**src/rtl/bool_sweep_pkg.sv**
```systemverilog
// bool_sweep_pkg: shared sweep-state encoding and the default expected truth table.
package bool_sweep_pkg;
    typedef enum logic [1:0] {IDLE, SETTLE, SAMPLE, DONE} sweep_state_t;
    localparam logic [7:0] DEFAULT_TT = 8'hE3;
endpackage

```
**src/rtl/settle_timer.sv**
```systemverilog
// settle_timer: counts SETTLE_CYCLES clocks while clr is low; tick marks the last one.
module settle_timer #(
    parameter int SETTLE_CYCLES = 2
) (
    input  logic clk,
    input  logic rst_n,
    input  logic clr,
    output logic tick
);
    localparam int W = $clog2(SETTLE_CYCLES + 1);
    logic [W-1:0] r_cnt;
    always_ff @(posedge clk or negedge rst_n) begin
        if (!rst_n) r_cnt <= '0;
        else        r_cnt <= (clr || tick) ? '0 : r_cnt + 1'b1;
    end
    assign tick = !clr && (r_cnt == W'(SETTLE_CYCLES - 1));
endmodule

```
**src/rtl/bool_fn_sweeper.sv**
```systemverilog
// bool_fn_sweeper: sweeps every input vector of a Boolean function, records and checks its truth table.
// Define SWEEP_STOP_ON_FAIL_EN to end the sweep at the first mismatching vector.
module bool_fn_sweeper
    import bool_sweep_pkg::*;
#(
    parameter int                 N_IN          = 3,
    parameter int                 SETTLE_CYCLES = 2,
    parameter logic [2**N_IN-1:0] EXPECTED_TT   = DEFAULT_TT
) (
    input  logic                 clk,
    input  logic                 rst_n,
    input  logic                 start,
    input  logic                 abort,
    input  logic                 f_in,
    output logic [N_IN-1:0]      vec_o,
    output logic                 busy,
    output logic                 done,
    output logic                 pass,
    output logic [2**N_IN-1:0]   tt_o,
    output logic [N_IN:0]        err_cnt,
    output logic [N_IN-1:0]      first_fail
);
    sweep_state_t        r_state, w_next;
    logic [N_IN-1:0]     r_vec, r_ff;
    logic [2**N_IN-1:0]  r_tt;
    logic [N_IN:0]       r_err;
    logic                r_pass;
    logic                w_tick, w_mismatch, w_stop;

    settle_timer #(.SETTLE_CYCLES(SETTLE_CYCLES)) u_timer (
        .clk  (clk),
        .rst_n(rst_n),
        .clr  (r_state != SETTLE),
        .tick (w_tick)
    );

    assign w_mismatch = f_in != EXPECTED_TT[r_vec];
`ifdef SWEEP_STOP_ON_FAIL_EN
    assign w_stop = (r_vec == '1) || w_mismatch;
`else
    assign w_stop = r_vec == '1;
`endif

    always_ff @(posedge clk or negedge rst_n) begin
        if (!rst_n) r_state <= IDLE;
        else        r_state <= w_next;
    end

    always_comb begin
        w_next = r_state;
        case (r_state)
            IDLE:    w_next = start ? SETTLE : IDLE;
            SETTLE:  w_next = w_tick ? SAMPLE : SETTLE;
            SAMPLE:  w_next = w_stop ? DONE : SETTLE;
            default: w_next = IDLE;
        endcase
        if (abort) w_next = IDLE;
    end

    // abort wins over everything; partial results are kept for inspection
    always_ff @(posedge clk or negedge rst_n) begin
        if (!rst_n) begin
            r_vec  <= '0;
            r_tt   <= '0;
            r_err  <= '0;
            r_ff   <= '0;
            r_pass <= 1'b0;
        end else if (abort) begin
            r_vec <= '0;
        end else begin
            case (r_state)
                IDLE: if (start) begin
                    r_vec  <= '0;
                    r_tt   <= '0;
                    r_err  <= '0;
                    r_ff   <= '0;
                    r_pass <= 1'b0;
                end
                SAMPLE: begin
                    r_tt[r_vec] <= f_in;
                    if (w_mismatch) begin
                        r_err <= r_err + 1'b1;
                        if (r_err == '0) r_ff <= r_vec;
                    end
                    if (!w_stop) r_vec <= r_vec + 1'b1;
                end
                DONE: begin
                    r_pass <= r_err == '0;
                    r_vec  <= '0;
                end
                default: ;
            endcase
        end
    end

    assign vec_o      = r_vec;
    assign busy       = r_state != IDLE;
    assign done       = r_state == DONE;
    assign pass       = r_pass;
    assign tt_o       = r_tt;
    assign err_cnt    = r_err;
    assign first_fail = r_ff;
endmodule
```
**config.mk**
```make
export PLATFORM = sky130hd
export DESIGN_NAME = bool_fn_sweeper
export DESIGN_NICKNAME = d
export VERILOG_FILES = /design/src/rtl/bool_sweep_pkg.sv /design/src/rtl/settle_timer.sv /design/src/rtl/bool_fn_sweeper.sv
export SDC_FILE = /design/constraint.sdc
export NUM_CORES = 1
export LEC_CHECK = 0
export BUFFER_PORTS_ARGS = -buffer_cell sky130_fd_sc_hd__buf_2
export CAP_MARGIN = 20
export CORE_UTILIZATION = 50
export CTS_CLUSTER_SIZE = 12
export DETAILED_ROUTE_END_ITERATION = 7
export PLACE_DENSITY = 0.84
export SLEW_MARGIN = 10
export SYNTH_ARGS = -nofsm -noshare
export SYNTH_HDL_FRONTEND = slang
export SYNTH_SLANG_ARGS = --single-unit
export TNS_END_PERCENT = 20
```
**constraint.sdc**
```tcl
create_clock -name clk -period 3.3 [get_ports clk]
set_input_delay 0 -clock clk [delete_from_list [all_inputs] [get_ports clk]]
set_output_delay 0 -clock clk [all_outputs]
set_load 0.1 [all_outputs]
```
==> results.yml <==
yosys:
  seq_area_frac_synth_pct: 46.1
  ys_seq_elements: 23
  synthXorXnorAreaFrac_pct: 1.30
  synth-simple-area-share_pct: 11.7
  postSynthCellCount: 129
  yosysWarningCount: 0
  synth_top_family_by_area: "compound AO/OA/AOI/OAI gates"
  synth_area_per_cell_um2: 9.68
  syn_area_um2: 1250
  synth_cell_types: 32
  synth_fa_ha_area_share_pct: 10.0
  synth_mux_area_share_pct: 2.91
  synth_nets: 144
  synth_compound_area_share_pct: 22.2
flow_run:
  maxCapViolations: 0
routing:
  postRouteAntennaNets: 0
  drt-vias-per-instance: 5.91
  avgRoutedWirePerCell_um: 14.4
  routed_wl_um: 2640
  first_pass_iters: 4
  route.detailed.drc: 0
  drt_iter0_markers: 42
  via_count: 1082
clock_network:
  clk_pin_slew_ps: 120
  clk_latency_ps: 320
  cts_inserted_buffers: 3
  htree_levels: 1
  post_cts_buffers: 0
  root_buffer: "clkbuf_4"
  clock_path_buffers: 2
  tritoncts: "built"
  cts.sinks: 23
layout:
  areaGrowthSynthToFinish_pct: 14.5
  fin_util_pct: 62.8
  post_route_cells_drive_above_1_share_pct: 23.9
  final_cell_area_um2: 1430
  fin_nets: 171
  antenna_cells: 0
  final_cells: 183
global_routing:
  grt_pass1_wl_um: 4350
  grt_pass1_vias: 979
  grt_start_max_net_pins: 24
  grt_use_total_pct: 22.1
  overflow: 0
  grt_antenna_before_repair: 0
hold_path:
  hp-class: "in -> reg"
  hold_end: "r_state[0]"
  hold_path_depth: 3
  hold_start: "start"
worst_setup_path:
  worstPathArrival_ps: 2380
  r2r_end: "err_cnt[3]"
  slowest_delay_ps: 420
  reg2reg_from: "r_state[0]"
  cp_max_fo: 17
  worstPathRequired_ps: 3530
  cp-startpoint: "r_state[0]"
  crit_path_cell_trace: "inv_1 -> ha_1 -> mux2_2 -> nand2_1 -> or3_1 -> o311ai_1"
  reg2reg_depth: 6
  cp_slowest_cell: "dfrtp_1"
  critPathKind: "reg -> reg"
  worst_setup_path_end_kind: "flop"
  startpoint_type: "flop"
  rrSetupSlack_ps: 1140
timing:
  min_period_over_period_pct: 65.4
  fmax_mhz: 463
  rsz0062_at_grt: "no"
  period_minus_slack_ps: 2160
  final_hold_viol_count: 0
  tns_ps: 0
  finalSetupViolations: 0
  slew-limit-headroom_pct: 65.8
  tightest_slew_ps: 513
  worst_slack_ps: 1140
  slew_viol_final: 0
  skew_ps: 6.74
placed_design:
  dp_hpwl_um: 1870
  place_area_um2: 1380
  io_buffers: 25
  place_congestion: 0.819
  dp.cells: 177
  post-place-ws_ps: 1180
floorplanning:
  start_util_pct: 54.9
  die_w_um: 52.0
  rows: 17
  die_y_um: 52.0
  ios: 26
  dieArea_um2: 2700
  core_area_um2: 2280
power:
  leakage_nw: 0.716
  p_per_area_nw_per_um2: 351
  vdd_drop_max_mv: 0.275
status:
  status: "finished clean"
==> area by class of cell <==
cell class	count	area [µm²]
tap	28	35.0
clock inverter	1	5.00
inverter	12	45.0
multi-input combinational	89	602
fill	192	846
clock buffer	3	22.5
timing repair buffer	27	145
sequential	23	576
==> state kept, by name, indices dropped and copies added (netlist names) <==
signal and flops:
r_state 2, u_timer.r_cnt 2, err_cnt 4, vec_o 3, pass 1, tt_o 8
first_fail 3
==> synthesized netlist by cell type, drive strengths merged <==
| cell type | number | area, µm² |
|---|---|---|
| nand2b | 2 | 12.5 |
| o41ai | 1 | 8.76 |
| nand3b | 1 | 7.51 |
| o211ai | 1 | 7.51 |
| o31ai | 2 | 15.0 |
| clkinv | 1 | 3.75 |
| and3 | 1 | 6.26 |
| mux2 | 2 | 22.5 |
| xnor2 | 1 | 16.3 |
| nor2 | 5 | 18.8 |
| o22ai | 4 | 25.0 |
| o311ai | 1 | 8.76 |
| inv | 11 | 41.3 |
| a311o | 1 | 11.3 |
| a31oi | 7 | 43.8 |
| a21oi | 4 | 20.0 |
| nand2 | 11 | 41.3 |
| nand3 | 5 | 25.0 |
| a211oi | 2 | 15.0 |
| nor3 | 2 | 10.0 |
| o2bb2ai | 1 | 8.76 |
| clkbuf | 4 | 15.0 |
| o21ai | 19 | 95.1 |
| ha | 10 | 125 |
| or3 | 3 | 25.0 |
| a22o | 2 | 18.8 |
| dfrtp | 23 | 576 |
| mux2i | 1 | 13.8 |
| buf | 1 | 11.3 |
==> cells by family after synthesis <==
kind of cell | Yosys count
buffers and inverters | 17
and+or+nand+nor | 30
AOI/OAI and AO/OA | 45
adders and majority gates | 10
muxes | 3
DFF | 23
xor gates and xnor gates | 1
==> through the flow <==
stage | hold slack, ps | power (mW)
floorplan | -296 | 0.352
global placement | -6.29 | 0.369
detailed placement | 8.12 | 0.372
CTS | 66.1 | 0.505
global route | 96.4 | 0.523
finish | 61.6 | 0.502
==> worst max-delay path, delay by kind of cell, from the launching register on <==
family | cells | cell delay (ps)
adders and majority gates | 1 | 420
buffers and inverters | 1 | 90
and+or+nand+nor | 2 | 700
DFF | 1 | 420
AOI/OAI and AO/OA | 1 | 220
muxes | 1 | 230
==> cells in the final DEF (no fill, tap or decap) <==
cell type       n
mux2_2          2
o22ai_1         4
dfrtp_1        23
ha_1           10
a31oi_1         7
nand3b_1        1
clkinv_1        1
buf_2          25
a21oi_1         4
a22o_1          1
mux2i_2         1
inv_1          11
o41ai_1         1
clkbuf_4        3
nand2_1        11
o2bb2ai_1       1
clkinv_2        1
or3_2           1
nor2_1          5
a22o_2          1
nand2b_1        2
a311o_2         1
xnor2_2         1
dlygate4sd3_1   2
o21ai_0        19
nor3_1          2
o31ai_1         2
o311ai_1        1
nand3_1         5
o211ai_1        1
or3_1           1
and3_1          1
or3_4           1
a211oi_1        2
==> where the power goes <==
part	internal (mW)	total, mW	switching, mW
clock network	0.0454	0.134	0.0884
registers	0.287	0.291	0.00408
logic	0.0198	0.0763	0.0565
total	0.353	0.502	0.149
==> timing repair <==
| item | 4_1_cts | 5_1_grt |
|---|---|---|
| hold buffers | 2 | 0 |
| resized for setup | 0 | 0 |
| endpoints found under the hold margin | 25 | 0 |
==> per-layer routing <==
layer  vias to the layer above  GRT usage (%)  wire length (µm)
li1                        515              -                 -
met2                        41           33.8              1220
met1                       519           31.3              1250
met3                         7           4.09               137
met5                         -              0                 0
met4                         0           7.66                35
==> worst max path at each step <==
stage	end	slack, ps
after global routing	err_cnt[3]	960
after global placement	err_cnt[3]	1280
final	err_cnt[3]	1140
after floorplan	first_fail[1]	720
after detailed placement	err_cnt[3]	1180
after CTS	err_cnt[3]	1150
Power figures use the tool's default switching activity.
